**config.mk**
```make
export PLATFORM = sky130hd
export DESIGN_NAME = if_id_queue
export DESIGN_NICKNAME = d
export VERILOG_FILES = /design/src/rtl/if_id_queue.sv
export SDC_FILE = /design/constraint.sdc
export NUM_CORES = 1
export LEC_CHECK = 0
export BUFFER_PORTS_ARGS = -buffer_cell sky130_fd_sc_hd__clkbuf_2
export CAP_MARGIN = 20
export CORE_MARGIN = 5
export CORE_UTILIZATION = 58
export CTS_CLUSTER_DIAMETER = 40
export DETAILED_ROUTE_END_ITERATION = 8
export PLACE_DENSITY = 0.75
export SYNTH_ARGS = -nofsm -noshare
export SYNTH_HDL_FRONTEND = slang
export SYNTH_SLANG_ARGS = --single-unit
export TNS_END_PERCENT = 10
```
**constraint.sdc**
```tcl
create_clock -name clk_in -period 4.3 [get_ports clk_in]
set_input_delay 0.86 -clock clk_in [delete_from_list [all_inputs] [get_ports clk_in]]
set_output_delay 0.86 -clock clk_in [all_outputs]
set_load 0.01 [all_outputs]
```
**src/rtl/if_id_queue.sv**
```systemverilog
// ---------------------------------------------------------------------------
// if_id_queue
//
// Instruction queue between the IF and ID stages. It is a DEPTH-entry ring
// buffer followed by a registered output stage that feeds ID. Fetch can keep
// pushing while ID is stalled, up to DEPTH queued instructions plus the one
// held in the output register.
//
// When there is no real instruction to present (empty queue or flush), the
// output register shows pc=0, inst=0 with valid_out=0.
//
// Ports:
//   clk_in        clock
//   rst_in        synchronous active-high reset
//   rdy_in        global ready; when low every register holds
//   flush_in      redirect; discards the queue and the output register
//   stall_in      ID stall; output register holds, pushes still accepted
//   instE_in      IF push request
//   pc_in         PC of the pushed instruction
//   inst_in       pushed instruction
//   full_out      queue holds DEPTH entries; IF must not push
//   IF_ID_pc_out  registered PC to ID
//   inst_out      registered instruction to ID
//   valid_out     output register holds a real instruction
// ---------------------------------------------------------------------------
module if_id_queue #(
    parameter int DEPTH      = 4,
    parameter int ADDR_WIDTH = 32,
    parameter int INST_WIDTH = 32
) (
    input  logic                  clk_in,
    input  logic                  rst_in,
    input  logic                  rdy_in,
    input  logic                  flush_in,
    input  logic                  stall_in,
    input  logic                  instE_in,
    input  logic [ADDR_WIDTH-1:0] pc_in,
    input  logic [INST_WIDTH-1:0] inst_in,
    output logic                  full_out,
    output logic [ADDR_WIDTH-1:0] IF_ID_pc_out,
    output logic [INST_WIDTH-1:0] inst_out,
    output logic                  valid_out
);

    localparam int PTR_W = $clog2(DEPTH);
    localparam logic [PTR_W:0]   FULL_COUNT = (PTR_W+1)'(DEPTH);
    localparam logic [PTR_W:0]   CNT_ONE    = (PTR_W+1)'(1);
    localparam logic [PTR_W-1:0] PTR_ONE    = PTR_W'(1);

    logic [ADDR_WIDTH-1:0] pc_mem   [DEPTH];
    logic [INST_WIDTH-1:0] inst_mem [DEPTH];

    logic [PTR_W-1:0] head;
    logic [PTR_W-1:0] tail;
    logic [PTR_W:0]   count;

    logic empty;
    logic push_ok;
    logic write_en;

    // full_out depends on count alone, so IF never sees a combinational
    // path from stall_in or instE_in back to itself.
    assign full_out = (count == FULL_COUNT);
    assign empty    = (count == '0);
    assign push_ok  = instE_in && !full_out;

    // An accepted push goes into storage unless it bypasses straight into
    // the output register, which only happens when advancing from empty.
    assign write_en = !rst_in && rdy_in && !flush_in && push_ok
                      && (stall_in || !empty);

    // Storage has no reset; only entries between head and tail are ever read.
    always_ff @(posedge clk_in) begin
        if (write_en) begin
            pc_mem[tail]   <= pc_in;
            inst_mem[tail] <= inst_in;
        end
    end

    // Pointers, count and output register. Pointers wrap naturally because
    // DEPTH is a power of two.
    always_ff @(posedge clk_in) begin
        if (rst_in) begin
            head         <= '0;
            tail         <= '0;
            count        <= '0;
            IF_ID_pc_out <= '0;
            inst_out     <= '0;
            valid_out    <= 1'b0;
        end else if (rdy_in) begin
            if (flush_in) begin
                head         <= '0;
                tail         <= '0;
                count        <= '0;
                IF_ID_pc_out <= '0;
                inst_out     <= '0;
                valid_out    <= 1'b0;
            end else if (!stall_in) begin
                if (!empty) begin
                    IF_ID_pc_out <= pc_mem[head];
                    inst_out     <= inst_mem[head];
                    valid_out    <= 1'b1;
                    head         <= head + PTR_ONE;
                    // A simultaneous push and pop leaves count unchanged.
                    if (push_ok) begin
                        tail <= tail + PTR_ONE;
                    end else begin
                        count <= count - CNT_ONE;
                    end
                end else if (push_ok) begin
                    IF_ID_pc_out <= pc_in;
                    inst_out     <= inst_in;
                    valid_out    <= 1'b1;
                end else begin
                    IF_ID_pc_out <= '0;
                    inst_out     <= '0;
                    valid_out    <= 1'b0;
                end
            end else if (push_ok) begin
                tail  <= tail + PTR_ONE;
                count <= count + CNT_ONE;
            end
        end
    end

endmodule
```
# ---- Word-level counts from Yosys, hierarchy flattened
# Memory sizes are Yosys's and may differ from the RTL's. A register that Yosys moved wholly into a read port is not among the register bits.
# Index checks and enable logic that the tools add are counted.
# Widths: inputs -> output; s select.
dict set report classes {
  n_addsub 4
  n_eq_ne 6
  n_mux 30
  reduce_logical 15
}
# operator count
set op_table {}
lappend op_table {{$mux 32} 8}
lappend op_table {{$mux 2} 11}
lappend op_table {{$mux 3} 5}
lappend op_table {{$mux 1} 6}
lappend op_table {{$ne 3x3->1 const B} 2}
lappend op_table {{$logic_and 1x1->1} 5}
lappend op_table {{$add 2x1->2 const B} 2}
lappend op_table {{$logic_not 1->1} 4}
lappend op_table {{$ne 2x2->1 const B} 2}
lappend op_table {{$reduce_and 2->1} 2}
lappend op_table {{$reduce_and 4->1} 1}
lappend op_table {{$add 3x1->3 const B} 1}
lappend op_table {{$eq 3x3->1 const B} 1}
lappend op_table {{$logic_not 3->1} 1}
lappend op_table {{$ne 3x2->1 const B} 1}
lappend op_table {{$reduce_and 3->1} 1}
lappend op_table {{$sub 3x1->3 const B} 1}
lappend op_table {{$logic_or 1x1->1} 1}
dict set report totals {
  regBits 72
  ram_bits 256
  in_bits 70
  out_inout_bits 66
  elab_cells 63
  mem_count 2
}
# name words width read_ports rd_ports_with_merged_regs wr line_no
set mem_list {}
lappend mem_list {inst_mem 4 32 1 1 1 51} ;# logic [INST_WIDTH-1:0] inst_mem [DEPTH];
lappend mem_list {pc_mem 4 32 1 1 1 50} ;# logic [ADDR_WIDTH-1:0] pc_mem [DEPTH];

# ---- Depth between registers and ports, before layout
# Gate-level depths: netlist of the first run.
dict set report depth {
  depth_word 7
  mapped_depth 7
  ltp_nobuf 7
}

# ---- Worst setup path before layout of the first run
# Ideal clock, no wire load.
dict set report synth_timing {
  kind {in2reg}
  start {in stall_in}
  end {mem inst_mem[0][0] (enable)}
  arrival_time_ns 3.184
  required_time_ns 3.871
  setup_slack_ns 0.687
  path_stages 6
  path_buffers 1
  cell_sequence {buf_2 > nand2b_1 > a21boi_1 > nor2b_1 > nor2b_1 > and2_1}
}
dict set report synth_via {
  elab_chain_cells 4
}
# item line_no
set synth_lines {}
lappend synth_lines {{start, declared} 35} ;# input logic stall_in,
lappend synth_lines {{$logic_or 1x1->1} 70} ;# && (stall_in || !empty);
lappend synth_lines {{$logic_and 1x1->1} 70}
lappend synth_lines {{$mux 1} 74} ;# if (write_en) begin
lappend synth_lines {{$mux 1 (implied by the code)} 76} ;# inst_mem[tail] <= inst_in;
lappend synth_lines {{end, declared} 51}
# No other way between the ends.

# ---- Final worst setup path of the first run
dict set report layout_timing {
  start {in stall_in}
  end {mem pc_mem[0][28] (enable)}
}
dict set report layout_via {
  elab_chain_cells 4
}
# item line_no
set layout_lines {}
lappend layout_lines {{$logic_or 1x1->1} 70}
lappend layout_lines {{$logic_and 1x1->1} 70}
lappend layout_lines {{$mux 1} 74}
lappend layout_lines {{$mux 1 (implied by the code)} 75} ;# pc_mem[tail] <= pc_in;
lappend layout_lines {{end, declared} 50}
# No other way between the ends.

==> results of run 1 <==
-- worst max-delay path, delay by kind of cell --
family	cells	cell delay [ns]
compound gates	1	0.19
buf+inv	1	0.20
simple gates	4	1.52
-- metal layers --
metal  up-vias  part of all wire [%]  global-route usage (%)
met5         -                 0.095                       0
met1      3546                    41                    29.3
li1       3297                     -                       -
met3        42                   6.5                    4.37
met4         4                   1.7                    4.87
met2       252                    51                    36.2
-- sequential cells by signal, indices dropped and copies added (netlist names), named ones only --
signal / count
pc_mem: 128
head: 2
IF_ID_pc_out: 32
valid_out: 1
count: 3
tail: 2
inst_mem: 128
inst_out: 32
-- layout make-up --
cell class                      count  area (sq um)  area share (%)
Sequential cell                   330          9170            61.7
Multi-Input combinational cell    381          3260            21.9
Clock buffer                       48          1060            7.14
Timing Repair Buffer              146           783            5.27
Tap cell                          280           350            2.36
Clock inverter                     22           219            1.47
Inverter                            8          30.0           0.202
-- layout by cell type, fill, tap and decap left out, types with 4 or more instances in the layout --
cell and n:
nand2_1 67, clkinv_2 4, clkbuf_16 41, and2_4 5, and3_1 64, clkinvlp_4 4, clkbuf_2 135, ha_1 4
a21oi_1 70, nand2b_1 5, dfxtp_1 72, mux4_2 40, edfxtp_1 256, clkbuf_1 6, o21ai_0 10, buf_4 9
inv_1 8, nor2_1 7, mux4_1 24, o21ai_1 59, clkinv_1 4
-- Yosys cell counts, drive strengths merged (8+ instances only) --
| cell | n | area (sq um) |
|---|---|---|
| edfxtp | 256 | 7690 |
| o21ai | 69 | 345 |
| mux4 | 64 | 1530 |
| nor2 | 9 | 38.8 |
| buf | 27 | 206 |
| clkbuf | 24 | 97.6 |
| dfxtp | 74 | 1480 |
| inv | 8 | 30.0 |
| a21oi | 70 | 350 |
| and3 | 64 | 400 |
| nand2 | 67 | 251 |
-- kinds of logic after synthesis --
logic type               Yosys count  share of synthesized area (%)
AO/OA/AOI/OAI                    149                           6.09
adder cells (fa/ha/maj)            5                          0.550
buffers and inverters             59                           2.62
flip-flops                       330                           72.0
multiplexers                      66                           12.2
AND/OR/NAND/NOR                  161                           6.56
-- metrics by stage --
step	utilization (%)	total power, mW
6_report	68.4	6.99
5_1_grt	68.4	7.23
4_1_cts	68.4	7.04
3_5_place_dp	62.5	3.84
3_3_place_gp	62.5	3.83
2_1_floorplan	-	3.72
-- where the power goes --
part / switching [mW] / internal [mW]
Sequential: 0.0156 / 3.46
Combinational: 0.194 / 0.107
Clock: 1.26 / 1.96
Total: 1.47 / 5.52
-- worst min-delay path by stage --
stage	start	to	slack, ns	cells past startpoint
global route	IF_ID_pc_out[16]	IF_ID_pc_out[16]	0.46	2
global placement	inst_out[19]	inst_out[19]	0.44	2
floorplan	head[1]	flop	0.45	1
finish	IF_ID_pc_out[1]	IF_ID_pc_out[1]	0.44	2
CTS	inst_out[26]	inst_out[26]	0.45	2
detailed placement	inst_out[26]	inst_out[26]	0.44	2
==> flow_summary.yaml, run 1 <==
sta:
  worst_slack_ns: 1.64
  skew_ns: 0.0103
  worst_pin_slew_ns: 1.02
  final_hold_viol_count: 0
  min_period_over_period_pct: 61.9
  drv_slew: 0
  fin_crit_ns: 2.66
  setup_violations: 0
  worst_hold_slack_ns: 0.444
  fin_tns_setup_ns: 0
  rsz0062_at_grt: "no"
  relSlewSlack_pct: 31.9
  fmax_mhz: 375
critical_path:
  rr_worst_depth: 5
  cp-end-kind: "flop"
  rrSetupSlack_ns: 1.70
  crit_type: "in -> reg"
  crit_chain: "clkbuf_2 > nand2b_1 > a21boi_1 > nor2b_1 > nor2b_1 > and2_4"
  r2r-start: "count[2]"
  crit_path_top_delay_cell: "and2_4"
  startpoint: "stall_in"
  worstPathArrival_ns: 2.79
  worstPathRequired_ns: 4.43
  cpPeakStageDelay_ns: 0.84
  worstSetupStartpointType: "primary input"
  cpMostUsedCell: "nor2b_1"
  worstReg2RegEnd: "pc_mem[0][28]"
  crit_end: "pc_mem[0][28]"
  cp_max_fo: 64
run_status:
  status: "complete, no violations"
routing:
  num_vias: 7141
  vias_per_cell: 5.88
  drc: 0
  ant_nets: 0
  drt_iter0_markers: 606
  routed_wl_um: 26300
  wl_per_cell_um: 21.6
  first_pass_iters: 5
yosys:
  synth_seq_cells: 330
  syn_area_sq_mm: 0.0127
  synth_async_sr_flop_share_pct: 0
  ys.flop_type: "edfxtp_1"
  avgSynthCellArea_sq_um: 16.5
  postSynthCellCount: 770
  synth-seq-area-share_pct: 72.0
  synth_edf_count: 256
  yosysWarnings: 0
  synth_nets: 845
  synth_cell_types: 38
layout:
  antennaDiodeCount: 0
  drive_gt1_share_pct: 27.7
  n_fill_cell: 1443
  nets: 980
  final_area_sq_mm: 0.0149
  area_delta_synth_final_pct: 16.8
  fin_cells: 1215
floorplanning:
  initial_core_util_pct: 58.5
  die_w_um: 158
  row_count: 54
  die_area_sq_mm: 0.0250
  ios: 136
  core_area_sq_mm: 0.0218
  die_h_um: 158
place:
  placed_cells: 1145
  post-dp-hpwl_um: 15200
  place_area_sq_mm: 0.0136
  pre_cts_ws_ns: 1.10
  portBuffers: 135
  place.gp.congestion: 0.792
global_route:
  grt_pass1_vias: 7162
  antenna_found_initial: 2
  grt_max_degree: 71
  grt_use_total_pct: 21.5
  grt_overflow: 0
  grt_pass1_wl_um: 40900
clock_network:
  cts-resized-gates: 0
  h-tree-depth: 2
  cts_tree: "done"
  clock-sinks: 330
  clock_path_buffers: 3
  cts_hold_buf: 0
  cts_setup_buffers: 0
  cts_buffers: 38
  clockRootBuffer: "clkbuf_16"
  path_clk_slew_ns: 0.06
  insertion_delay_ns: 0.51
power:
  peakVddDrop_v: 0.000268
  powerDensity_mw_per_mm2: 470
  leakage_nw: 5.27
worst_hold_path:
  hold_class: "reg -> reg"
run:
  cap_violations: 0
(Power assumes the default switching activity.)
==> run 2: changes to the inputs <==
==> constraint.sdc (replaced) <==
create_clock -name clk_in -period 2.6 [get_ports clk_in]
set_input_delay 0.52 -clock clk_in [delete_from_list [all_inputs] [get_ports clk_in]]
set_output_delay 0.52 -clock clk_in [all_outputs]
set_load 0.01 [all_outputs]
==> flow_summary.yaml, run 2 (synthesis gave the netlist of run 1 again) <==
power:
  power.total_mw: 11.4
  leakage_nw: 5.32
  peakVddDrop_v: 0.000848
  powerDensity_mw_per_mm2: 760
sta:
  relSlewSlack_pct: 35.8
  rsz0062_at_grt: "no"
  min_period_over_period_pct: 84.2
  skew_ns: 0.0110
  setup_violations: 0
  worst_pin_slew_ns: 0.962
  final_hold_viol_count: 0
  fmax_mhz: 457
  fin_crit_ns: 2.19
  drv_slew: 0
layout:
  area_delta_synth_final_pct: 17.9
  antennaDiodeCount: 0
  final_cell_mix: "256 x edfxtp_1, 135 x clkbuf_2, 72 x dfxtp_1"
  layout_commonest_cell: "edfxtp_1"
  fin_cells: 1220
  drive_gt1_share_pct: 28.1
  nets: 987
  n_fill_cell: 1411
  reg_top3: "inst_mem: 128 flops, pc_mem: 128 flops"
  utilization_pct: 69.0
floorplanning:
  ios: 136
  die_h_um: 158
  core_area_sq_mm: 0.0218
  row_count: 54
  initial_core_util_pct: 58.5
  die_area_sq_mm: 0.0250
  die_w_um: 158
clock_network:
  h-tree-depth: 2
  insertion_delay_ns: 0.51
  clock_path_buffers: 3
  cts_buffers: 37
  clock-sinks: 330
  cts_tree: "done"
  path_clk_slew_ns: 0.06
  cts_setup_buffers: 0
  clockRootBuffer: "clkbuf_16"
  cts-resized-gates: 0
  cts_hold_buf: 0
worst_hold_path:
  hold_class: "in -> reg"
critical_path:
  worstPathRequired_ns: 2.78
  cp-end-kind: "flop"
  cp_max_fo: 42
  crit_type: "reg -> reg"
  worstSetupStartpointType: "flop"
  worstPathArrival_ns: 2.37
global_route:
  grt_max_degree: 71
  grt_pass1_vias: 7140
  antenna_found_initial: 2
  grt_pass1_wl_um: 40300
  grt_overflow: 0
  grt_use_total_pct: 21.0
routing:
  drt_iter0_markers: 533
  num_vias: 7118
  ant_nets: 0
  routed_wl_um: 25600
  wl_per_cell_um: 21.0
  drc: 0
  first_pass_iters: 5
  vias_per_cell: 5.83
place:
  placed_cells: 1153
  post-dp-hpwl_um: 15300
  place.gp.congestion: 0.783
  portBuffers: 135
run_status:
  status: "complete, no violations"
run:
  cap_violations: 0
[run 2: cell types whose count changed in the layout (fill, tap and decap cells not counted), moves of 2 or more]
cell,before,now
clkinv_2,4,6
buf_4,9,7
clkbuf_16,41,39
buf_12,2,12
[run 2: layout make-up]
class | instances | area [sq um] | area share [%]
Inverter | 8 | 30.0 | 0.200
Sequential cell | 330 | 9180 | 61.1
Multi-Input combinational cell | 381 | 3260 | 21.7
Clock inverter | 23 | 236 | 1.58
Timing Repair Buffer | 154 | 968 | 6.45
Tap cell | 280 | 350 | 2.33
Clock buffer | 44 | 995 | 6.63
[run 2: per-layer routing]
metal	track usage [%]	vias up	share of wire, %	routed length, um
met1	28.1	3506	41	10400
met5	0	-	0.11	27
li1	-	3306	-	-
met4	6.70	4	2.5	640
met2	35.0	251	50	12900
met3	4.57	51	6.5	1650
[run 2: report_power, final]
| group | total, mW | internal (mW) | switching, mW |
|---|---|---|---|
| clock network | 5.15 | 3.15 | 2.00 |
| logic | 0.514 | 0.189 | 0.325 |
| registers | 5.74 | 5.72 | 0.0227 |
[run 2: critical path, stage by stage (launching register included)]
cell and delay (ns):
dfxtp_1 0.39, nand2b_1 0.21, a21boi_1 0.18, nor2b_1 0.25
nor2b_1 0.31, and2_4 0.24, buf_12 0.26
[run 2: final timing paths]
path / from / end / slack [ns] / depth (start not counted)
worst max-delay path: count[2] / pc_mem[1][24] / 0.41 / 6
worst min-delay path: inst_in[27] / inst_mem[3][27] / 0.24 / 1
worst max register to register: count[2] / pc_mem[1][24] / 0.41 / 6
worst min register to register: IF_ID_pc_out[31] / IF_ID_pc_out[31] / 0.44 / 2
[run 2: per-stage QoR]
stage	cell area, sq um	hold WS, ns	TNS [ns]	setup WS [ns]
after floorplan	12700	0.453	-129.18	-0.673
after global placement	13800	0.434	0	0.176
after detailed placement	13800	0.441	0	0.167
after CTS	15000	0.224	0	0.392
after global routing	15000	0.232	0	0.250
final	15000	0.244	0	0.411
==> run 3: changes to the inputs <==
--- a/config.mk
+++ b/config.mk
@@ -8,10 +8,10 @@
 export BUFFER_PORTS_ARGS = -buffer_cell sky130_fd_sc_hd__clkbuf_2
 export CAP_MARGIN = 20
 export CORE_MARGIN = 5
-export CORE_UTILIZATION = 58
+export CORE_UTILIZATION = 53
 export CTS_CLUSTER_DIAMETER = 40
 export DETAILED_ROUTE_END_ITERATION = 8
-export PLACE_DENSITY = 0.75
+export PLACE_DENSITY = 0.72
 export SYNTH_ARGS = -nofsm -noshare
 export SYNTH_HDL_FRONTEND = slang
 export SYNTH_SLANG_ARGS = --single-unit
==> constraint.sdc (replaced) <==
create_clock -name clk_in -period 2 [get_ports clk_in]
set_input_delay 0.4 -clock clk_in [delete_from_list [all_inputs] [get_ports clk_in]]
set_output_delay 0.4 -clock clk_in [all_outputs]
set_load 0.01 [all_outputs]
==> flow_summary.yaml, run 3 (synthesis gave the netlist of run 1 again) <==
routing:
  ant_nets: 0
  wl_per_cell_um: 20.9
  routed_wl_um: 27000
  num_vias: 7229
  first_pass_iters: 5
  vias_per_cell: 5.60
  drt_iter0_markers: 536
  drc: 0
layout:
  utilization_pct: 65.8
  nets: 1014
  regArea_sq_mm: 0.00917
  multi_input_area_sq_mm: 0.00327
  final_area_sq_mm: 0.0155
  layout_commonest_cell: "edfxtp_1"
  final_cell_mix: "256 x edfxtp_1, 135 x clkbuf_2, 72 x dfxtp_1"
  n_fill_cell: 1640
  drive_gt1_share_pct: 30.9
  fin_cells: 1292
  reg_top3: "inst_mem: 128 flops, pc_mem: 128 flops"
  area_delta_synth_final_pct: 21.6
critical_path:
  cp_max_fo: 19
  cpPeakStageDelay_ns: 0.38
  crit_type: "reg -> reg"
  rr_worst_depth: 6
  worstPathArrival_ns: 2.04
  worstSetupStartpointType: "flop"
  crit_path_top_delay_cell: "dfxtp_1"
  worstPathRequired_ns: 2.22
  cp-end-kind: "flop"
  crit_chain: "nor2_2 > a21boi_1 > nor2b_2 > nor2b_4 > and2_4 > buf_12"
power:
  share_comb_of_total_power_pct: 4.6
  power.total_mw: 15.4
  netSwitchingFraction_pct: 21.9
  clkPwrFrac_pct: 46.9
  seqPwrFrac_pct: 48.4
  powerDensity_mw_per_mm2: 994
  p_int_mw: 12.0
  leakage_nw: 5.53
  power.switching_mw: 3.37
  peakVddDrop_v: 0.000728
global_route:
  grt_max_degree: 71
  grt_pass1_wl_um: 42000
  grt_overflow: 0
  grt_pass1_vias: 7380
  globalRouteMet1Util_pct: 26.9
  antenna_found_initial: 2
  use_met2_pct: 33.2
  grt_use_total_pct: 20.0
  busiest_layer: "met2"
  met3_usage_pct: 3.92
floorplanning:
  initial_core_util_pct: 54.1
  die_w_um: 165
  ios: 136
  row_count: 56
  die_h_um: 165
  die_area_sq_mm: 0.0272
  core_area_sq_mm: 0.0235
sta:
  fin_tns_setup_ns: 0
  worst_slack_ns: 0.176
  fmax_mhz: 548
  fin_crit_ns: 1.82
  skew_ns: 0.0118
  rsz0062_at_grt: "no"
  worst_hold_slack_ns: 0.117
  final_hold_viol_count: 0
  worst_pin_slew_ns: 0.502
  drv_slew: 0
  min_period_over_period_pct: 91.2
  setup_violations: 0
  relSlewSlack_pct: 66.5
place:
  placed_cells: 1216
  portBuffers: 135
  pre_cts_ws_ns: 0.0101
  place.gp.congestion: 0.801
  place_area_sq_mm: 0.0141
  post-dp-hpwl_um: 16400
worst_hold_path:
  worstHoldPathCells: 1
  hold_class: "in -> reg"
clock_network:
  clock_path_buffers: 3
  cts_tree: "done"
  cts_buffers: 40
  insertion_delay_ns: 0.52
  path_clk_slew_ns: 0.06
  cts_hold_buf: 0
  cts_setup_buffers: 0
  h-tree-depth: 2
  clockRootBuffer: "clkbuf_16"
  clock-sinks: 330
  cts-resized-gates: 0
run:
  cap_violations: 0
run_status:
  status: "complete, no violations"
-- run 3: cell count changes in the layout (fill, tap and decap cells not counted), moves of 2 or more --
cell | previous run | this run
buf_12 | 12 | 18
buf_4 | 7 | 25
clkbuf_1 | 5 | 3
clkbuf_16 | 39 | 42
clkinv_2 | 6 | 4
clkinv_4 | 0 | 3
clkinv_8 | 0 | 5
diode_2 | 0 | 2
nor2b_1 | 3 | 1
-- run 3: final timing paths --
path              slack, ns         start               to
setup / recovery       0.18      count[0]    pc_mem[2][21]
hold / removal         0.12   inst_in[30]  inst_mem[2][30]
setup reg to reg       0.18      count[0]    pc_mem[2][21]
hold reg to reg        0.44  inst_out[28]     inst_out[28]
-- run 3: final cells by class --
class	instances	share of cell area (%)
repair buffers	178	7.90
multi-input cells	381	21.1
well taps	319	2.58
flip-flops and latches	330	59.3
clock inverters	29	2.03
inverters	8	0.194
clock buffers	45	6.86
diodes	2	0.0323
-- run 3: routing by layer --
metal  vias up  part of all wire (%)
met4         0                   2.1
met2       238                    50
met3        53                   6.3
met1      3570                    41
met5         -                     0
li1       3368                     -
-- run 3: power groups by stage --
stage	Combinational (mW)	Sequential, mW	Clock, mW
after global routing	0.775	7.46	7.68
after CTS	0.717	7.46	7.36
after detailed placement	0.712	7.60	0
after floorplan	0.376	7.62	0
final	0.712	7.46	7.22
after global placement	0.701	7.60	0
-- run 3: critical path: cells and delay by family (launching register included) --
family	cells	cell delay, ns
simple gates	4	0.76
flops	1	0.38
compound gates	1	0.19
buf+inv	1	0.19
